==> src/rtl/fpa_arbiter.sv <==
// Round-robin arbiter sharing one fixed-latency pipelined FP adder between two requesters.
// Operations are tagged with their requester; the tag rides a shift register matched to the adder.
module fpa_arbiter #(
    parameter int unsigned LAT = 4,
    parameter int unsigned W   = 32
) (
    input  logic                     clk,
    input  logic                     rst_n,
    input  logic                     en,
    input  logic                     req0_valid,
    input  logic [W-1:0]             req0_a,
    input  logic [W-1:0]             req0_b,
    output logic                     req0_ready,
    input  logic                     req1_valid,
    input  logic [W-1:0]             req1_a,
    input  logic [W-1:0]             req1_b,
    output logic                     req1_ready,
    output logic                     fpa_in_valid,
    output logic [W-1:0]             fpa_a,
    output logic [W-1:0]             fpa_b,
    input  logic [W-1:0]             fpa_result,
    output logic                     rsp0_valid,
    output logic [W-1:0]             rsp0_data,
    output logic                     rsp1_valid,
    output logic [W-1:0]             rsp1_data,
    output logic [$clog2(LAT+3)-1:0] inflight
);

    localparam int unsigned CntW = $clog2(LAT + 3);

    logic            ptr_q, ptr_d;
    logic            grant0, grant1;
    logic            xfer;
    logic            issue_tag_q;
    logic [LAT-1:0]  stg_valid_q;
    logic [LAT-1:0]  stg_tag_q;
    logic            tail_valid, tail_tag;
    logic            rsp_pulse;
    logic [CntW-1:0] inflight_d;

    // Grant uses only this cycle's valids; ptr breaks ties. Ready is held low during reset.
    always_comb begin
        grant0 = 1'b0;
        grant1 = 1'b0;
        if (en && rst_n) begin
            if (req0_valid && req1_valid) begin
                grant0 = ~ptr_q;
                grant1 = ptr_q;
            end else begin
                grant0 = req0_valid;
                grant1 = req1_valid;
            end
        end
    end

    assign req0_ready = grant0;
    assign req1_ready = grant1;
    assign xfer       = grant0 | grant1;

    always_comb begin
        ptr_d = ptr_q;
        if (grant0) begin
            ptr_d = 1'b1;
        end else if (grant1) begin
            ptr_d = 1'b0;
        end
    end

    always_ff @(posedge clk or negedge rst_n) begin
        if (!rst_n) begin
            ptr_q <= 1'b0;
        end else begin
            ptr_q <= ptr_d;
        end
    end

    // Issue register: operands hold when idle so the adder inputs do not toggle needlessly.
    always_ff @(posedge clk or negedge rst_n) begin
        if (!rst_n) begin
            fpa_in_valid <= 1'b0;
            issue_tag_q  <= 1'b0;
            fpa_a        <= '0;
            fpa_b        <= '0;
        end else begin
            fpa_in_valid <= xfer;
            issue_tag_q  <= grant1;
            if (xfer) begin
                fpa_a <= grant1 ? req1_a : req0_a;
                fpa_b <= grant1 ? req1_b : req0_b;
            end
        end
    end

    always_ff @(posedge clk or negedge rst_n) begin
        if (!rst_n) begin
            stg_valid_q <= '0;
            stg_tag_q   <= '0;
        end else begin
            stg_valid_q[0] <= fpa_in_valid;
            stg_tag_q[0]   <= issue_tag_q;
            for (int i = 1; i < LAT; i++) begin
                stg_valid_q[i] <= stg_valid_q[i-1];
                stg_tag_q[i]   <= stg_tag_q[i-1];
            end
        end
    end

    assign tail_valid = stg_valid_q[LAT-1];
    assign tail_tag   = stg_tag_q[LAT-1];

    always_ff @(posedge clk or negedge rst_n) begin
        if (!rst_n) begin
            rsp0_valid <= 1'b0;
            rsp1_valid <= 1'b0;
            rsp0_data  <= '0;
            rsp1_data  <= '0;
        end else begin
            rsp0_valid <= tail_valid & ~tail_tag;
            rsp1_valid <= tail_valid & tail_tag;
            if (tail_valid && !tail_tag) begin
                rsp0_data <= fpa_result;
            end
            if (tail_valid && tail_tag) begin
                rsp1_data <= fpa_result;
            end
        end
    end

    // Each op counts for exactly LAT+2 cycles, so the counter peaks at LAT+2 and cannot wrap.
    assign rsp_pulse = rsp0_valid | rsp1_valid;

    always_comb begin
        inflight_d = inflight;
        if (xfer && !rsp_pulse) begin
            inflight_d = inflight + CntW'(1);
        end else if (!xfer && rsp_pulse) begin
            inflight_d = inflight - CntW'(1);
        end
    end

    always_ff @(posedge clk or negedge rst_n) begin
        if (!rst_n) begin
            inflight <= '0;
        end else begin
            inflight <= inflight_d;
        end
    end

endmodule
==> config.mk <==
export PLATFORM = sky130hd
export DESIGN_NAME = fpa_arbiter
export DESIGN_NICKNAME = d
export VERILOG_FILES = /design/src/rtl/fpa_arbiter.sv
export SDC_FILE = /design/constraint.sdc
export NUM_CORES = 1
export LEC_CHECK = 0
export ABC_CLOCK_PERIOD_IN_PS = 2000
export BUFFER_PORTS_ARGS = -buffer_cell sky130_fd_sc_hd__buf_2
export CORE_MARGIN = 2
export CORE_UTILIZATION = 48
export CTS_BUF_LIST = sky130_fd_sc_hd__clkbuf_4 sky130_fd_sc_hd__clkbuf_8
export DETAILED_ROUTE_END_ITERATION = 8
export PLACE_DENSITY_LB_ADDON = 0.25
export SYNTH_ARGS = -nofsm -noshare
export SYNTH_HDL_FRONTEND = slang
export SYNTH_SLANG_ARGS = --single-unit
==> constraint.sdc <==
create_clock -name clk -period 2 [get_ports clk]
set_input_delay 0.4 -clock clk [delete_from_list [all_inputs] [get_ports clk]]
set_output_delay 0.4 -clock clk [all_outputs]
set_load 0.005 [all_outputs]
==> flow_metrics.py, run 1 <==
metrics = {
    "synthesis": {
        "synth_edf_count": 0,
        "synth_cell_types": 22,
        "ys_warn_count": 0,
        "netlist_area_um2": 6250,
        "syn_nets": 630,
        "synth_cells": 463,
        "ys_ff_latch": 144,
        "async_flop_share": 1.00,
        "synthFlopType": "dfrtp_1",
        "synth_area_per_cell_um2": 13.5,
        "yosysSeqAreaShare": 0.577,
    },
    "hold_path": {
        "min-delay-path-class": "in2async",
    },
    "worst_setup_path": {
        "worstPathArrival_ns": 1.48,
        "crit_type": "reg2out",
        "worstRegToRegCells": 7,
        "crit_fanout": 11,
        "cp_slowest_stage_delay_ns": 0.44,
        "crit_path_end_kind": "output port",
        "required_ns": 1.60,
        "path_cells": "nor2b_4, or2_4, inv_1, buf_2",
        "cp_slowest_cell": "dfrtp_1",
        "cp-start-kind": "flip-flop",
    },
    "detailed_routing": {
        "wirelength_mm": 17.0,
        "via_per_inst": 5.35,
        "vias": 5016,
        "drc": 0,
        "first_pass_iters": 4,
        "avgRoutedWirePerCell_um": 18.1,
        "antenna_left": 0,
        "drt_iter0_drc": 264,
    },
    "grt": {
        "grt_use_total": 0.250,
        "antenna_found_initial": 0,
        "first_global_vias": 5361,
        "grt_first_pass_wirelength_mm": 27.2,
        "grt_max_degree": 131,
        "grt_overflow": 0,
    },
    "final_layout": {
        "area_growth_pct": 33.2,
        "final_util": 0.657,
        "layout_commonest_cell": "buf_2",
        "layout.nets": 920,
        "drive_gt1_frac": 0.530,
        "mostFrequentLayoutCells": "buf_2 (299), dfrtp_1 (144), nor3b_1 (64), a311o_1 (64), nor2b_1 (57)",
        "n_antenna_cell": 0,
    },
    "cts": {
        "htree_levels": 4,
        "cts_setup_buffers": 0,
        "cts_buffers": 17,
        "clockBufferDepth": 2,
        "insertion_delay_ns": 0.44,
        "cts_tree": "done",
        "cts_root_buf": "clkbuf_8",
        "clk_pin_slew_worst_paths_ns": 0.07,
        "clock_sink_count": 144,
    },
    "floorplanning": {
        "row_count": 41,
        "die_x_um": 118,
        "dieArea_um2": 13900,
        "die_y_um": 118,
        "start_util": 0.493,
        "io_pins": 301,
        "coreArea_um2": 12700,
    },
    "status": {
        "status": "finished, final reports clean",
    },
    "timing": {
        "tightest_slew_ns": 0.559,
        "hold_viol_final": 0,
        "layout_min_cycle_time_ns": 1.88,
        "setup_viol": 0,
        "rsz0062_at_grt": "no",
        "max_freq_mhz": 532,
        "skew_ns": 0.0126,
        "min_period_over_period": 0.939,
        "slew_violations": 0,
        "max_slew_margin": 0.627,
        "tns_ns": 0,
    },
    "pwr": {
        "leakage_nw": 3.99,
        "ir_drop_v": 0.000557,
        "power_density_nw_per_um2": 961,
    },
    "place": {
        "gp_congestion": 0.836,
        "post-dp-hpwl_mm": 12.2,
        "port_buffers": 300,
    },
    "flow_run": {
        "cap_violations": 0,
    },
}
[cells in the mapped netlist, types with 4 or more instances]
library cell / instances / area (µm²)
a311o_1: 64 / 641
and2b_1: 7 / 52.6
buf_2: 30 / 150
buf_6: 7 / 78.8
clkbuf_1: 5 / 18.8
dfrtp_1: 144 / 3600
inv_1: 4 / 15.0
mux2_1: 9 / 101
mux2_2: 56 / 631
nor2b_1: 59 / 369
nor3b_1: 64 / 480
[worst paths after layout]
kind                           startpoint             end  slack (ns)
hold reg to reg            stg_valid_q[1]  stg_valid_q[2]        0.35
max in group asynchronous           rst_n       fpa_a[29]        1.33
min in group clk           fpa_result[28]   rsp0_data[28]        0.19
setup / recovery                    ptr_q      req1_ready        0.12
hold / removal                      rst_n       fpa_a[21]        0.02
setup reg to reg               rsp1_valid     inflight[2]        0.29
[layout make-up]
type	instances	area [µm²]
Tap cell	172	215
Clock inverter	12	133
Fill cell	984	4350
Clock buffer	20	275
Multi-Input combinational cell	273	2410
Inverter	4	15.0
Timing Repair Buffer	313	1670
Sequential cell	144	3600
[where the power goes]
group          switching, mW  total [mW]  internal, mW
clock network           1.10        2.31          1.21
registers              0.299        3.78          3.48
logic                  0.820        1.90          1.08
total                   2.22        8.00          5.77
[logic make-up (layout without fill, tap and decap cells)]
group	after synthesis	after routing	synth area share
buf+inv	46	349	0.0420
fa+ha+maj	2	2	0.00521
compound gates	67	67	0.106
flops	144	144	0.577
xor+xnor	3	3	0.00420
mux	65	65	0.117
simple gates	136	136	0.149
[worst max-delay path, delay by kind of cell (launching register included)]
kind	cells	cell delay, ns
AND/OR/NAND/NOR	2	0.40
flip-flops	1	0.44
buffers and inverters	2	0.21
[state kept, by name, summed over array words and instances, names as in the netlist]
| register | cells |
|---|---|
| issue_tag_q | 1 |
| ptr_q | 1 |
| stg_valid_q | 4 |
| inflight | 3 |
| fpa_in_valid | 1 |
| rsp0_valid | 1 |
| fpa_b | 32 |
| rsp1_data | 32 |
| fpa_a | 32 |
| rsp1_valid | 1 |
| stg_tag_q | 4 |
| rsp0_data | 32 |
[per-layer routing]
layer,up-vias,share of wire,GRT usage
li1,2286,-,-
met1,2453,0.38,0.290
met2,244,0.52,0.424
met3,33,0.082,0.0819
met4,0,0.022,0.104
met5,-,0,0
[through the flow]
stage	setup slack [ns]	instances	hold WS [ns]	power [mW]	area, µm²
2_1_floorplan	0.0255	463	0.104	4.71	6250
3_3_place_gp	0.150	905	0.216	5.67	7900
3_5_place_dp	0.111	905	0.217	5.76	7900
4_1_cts	0.0626	938	0.0412	8.11	8320
5_1_grt	0.0142	938	0.0621	8.45	8320
6_report	0.121	938	0.0213	8.00	8320
[timing repair]
item	4_1_cts	5_1_grt
resized for setup	1	0
endpoints found under the hold margin	5	0
hold buffers	1	0
setup endpoints to repair	1	0
Power figures use the tool's default switching activity.
==> run 2: changes to the inputs <==
--- a/config.mk
+++ b/config.mk
@@ -5,10 +5,10 @@
 export SDC_FILE = /design/constraint.sdc
 export NUM_CORES = 1
 export LEC_CHECK = 0
-export ABC_CLOCK_PERIOD_IN_PS = 2000
+export ABC_CLOCK_PERIOD_IN_PS = 1700
 export BUFFER_PORTS_ARGS = -buffer_cell sky130_fd_sc_hd__buf_2
 export CORE_MARGIN = 2
-export CORE_UTILIZATION = 48
+export CORE_UTILIZATION = 43
 export CTS_BUF_LIST = sky130_fd_sc_hd__clkbuf_4 sky130_fd_sc_hd__clkbuf_8
 export DETAILED_ROUTE_END_ITERATION = 8
 export PLACE_DENSITY_LB_ADDON = 0.25
==> constraint.sdc (replaced) <==
create_clock -name clk -period 1.7 [get_ports clk]
set_input_delay 0.34 -clock clk [delete_from_list [all_inputs] [get_ports clk]]
set_output_delay 0.34 -clock clk [all_outputs]
set_load 0.005 [all_outputs]
==> flow_metrics.py, run 2 (synthesis results as in run 1) <==
metrics = {
    "grt": {
        "grt_first_pass_wirelength_mm": 27.9,
        "first_global_vias": 5360,
        "grt_use_total": 0.228,
        "grt_max_degree": 59,
        "antenna_found_initial": 1,
        "grt_overflow": 0,
    },
    "cts": {
        "cts_buffers": 17,
        "cts_root_buf": "clkbuf_8",
        "clock_sink_count": 144,
        "clockBufferDepth": 2,
        "htree_levels": 4,
        "cts_tree": "done",
        "clk_pin_slew_worst_paths_ns": 0.09,
        "insertion_delay_ns": 0.45,
    },
    "detailed_routing": {
        "drc": 0,
        "first_pass_iters": 4,
        "wirelength_mm": 17.7,
        "drt_iter0_drc": 235,
        "vias": 5131,
        "antenna_left": 0,
        "avgRoutedWirePerCell_um": 18.2,
        "via_per_inst": 5.28,
    },
    "worst_setup_path": {
        "required_ns": 1.36,
        "crit_fanout": 3,
        "crit_path_end_kind": "output port",
        "cp-start-kind": "flip-flop",
        "worstPathArrival_ns": 1.34,
        "crit_type": "reg2out",
    },
    "floorplanning": {
        "io_pins": 301,
        "start_util": 0.435,
        "die_x_um": 125,
        "dieArea_um2": 15500,
        "coreArea_um2": 14400,
        "die_y_um": 125,
        "row_count": 44,
    },
    "timing": {
        "min_period_over_period": 0.986,
        "hold_viol_final": 0,
        "fin_hold_ws_ns": 0.0402,
        "tns_ns": 0,
        "skew_ns": 0.00599,
        "layout_min_cycle_time_ns": 1.68,
        "tightest_slew_ns": 0.963,
        "setup_viol": 0,
        "slew_violations": 0,
        "max_freq_mhz": 597,
        "rsz0062_at_grt": "yes",
        "fin_ws_ns": 0.0238,
        "max_slew_margin": 0.356,
    },
    "place": {
        "port_buffers": 300,
        "placed_cells": 930,
        "dp_slack_ns": -0.0393,
        "placed_cell_area_um2": 8040,
        "post-dp-hpwl_mm": 12.7,
        "gp_congestion": 0.811,
    },
    "final_layout": {
        "area_growth_pct": 37.2,
        "mostFrequentLayoutCells": "buf_2 (297), dfrtp_1 (144), nor3b_1 (64), a311o_1 (64), nor2b_1 (57)",
        "drive_gt1_frac": 0.548,
        "fillCellCount": 1236,
        "layout_commonest_cell": "buf_2",
        "layoutNonFillerInstCount": 972,
        "layout.nets": 941,
        "final_area_um2": 8580,
        "final_util": 0.597,
    },
    "pwr": {
        "power_density_nw_per_um2": 1110,
        "fin_total_pwr_mw": 9.54,
        "ir_drop_v": 0.000485,
        "leakage_nw": 4.10,
    },
    "status": {
        "status": "finished, final reports clean",
    },
    "flow_run": {
        "cap_violations": 0,
    },
    "hold_path": {
        "min-delay-path-class": "in2async",
    },
}
run 2: layer usage:
metal	GRT usage	vias to the layer above	wire length [µm]
met4	0.0846	0	423
met5	0	-	0
met3	0.0709	34	1370
met2	0.392	236	8840
li1	-	2326	-
met1	0.268	2535	7020
run 2: cell type report:
class,count,area (µm²),share of cell area
Clock buffer,19,262,0.0305
Inverter,4,17.5,0.00204
Multi-Input combinational cell,273,2440,0.285
Antenna cell,1,2.50,0.000292
Tap cell,184,230,0.0268
Clock inverter,13,151,0.0177
Sequential cell,144,3600,0.420
Timing Repair Buffer,334,1870,0.218
run 2: report_power, final:
part	leakage, nW	internal [mW]	switching (mW)	total, mW
sequential	1.73	4.10	0.347	4.44
clock	0.190	1.41	1.40	2.81
combinational	2.18	1.32	0.973	2.29
run 2: final timing paths:
kind | from | to | slack (ns) | cells after the start
worst max-delay path | ptr_q | req1_ready | 0.02 | 4
worst min-delay path | rst_n | fpa_a[21] | 0.04 | 2
worst max register to register | ptr_q | fpa_b[30] | 0.09 | 5
worst min register to register | stg_valid_q[0] | stg_valid_q[1] | 0.36 | 0
max in group asynchronous | rst_n | fpa_b[15] | 0.38 | 3
min in group clk | fpa_result[28] | rsp0_data[28] | 0.12 | 2
run 2: critical path: stages (launching register included):
cell     delay, ns
dfrtp_1       0.41
nor2b_4       0.06
or2_4         0.28
inv_4         0.06
buf_6         0.08
run 2: timing repair:
| action | CTS | global route |
|---|---|---|
| endpoints found under the hold margin | 38 | 0 |
| hold buffers | 2 | 0 |
| gates cloned | 1 | 0 |
| resized for setup | 7 | 3 |
| endpoints found under the setup margin | 2 | 3 |
| buffers inserted | 5 | 2 |
| pin swaps | 1 | 6 |
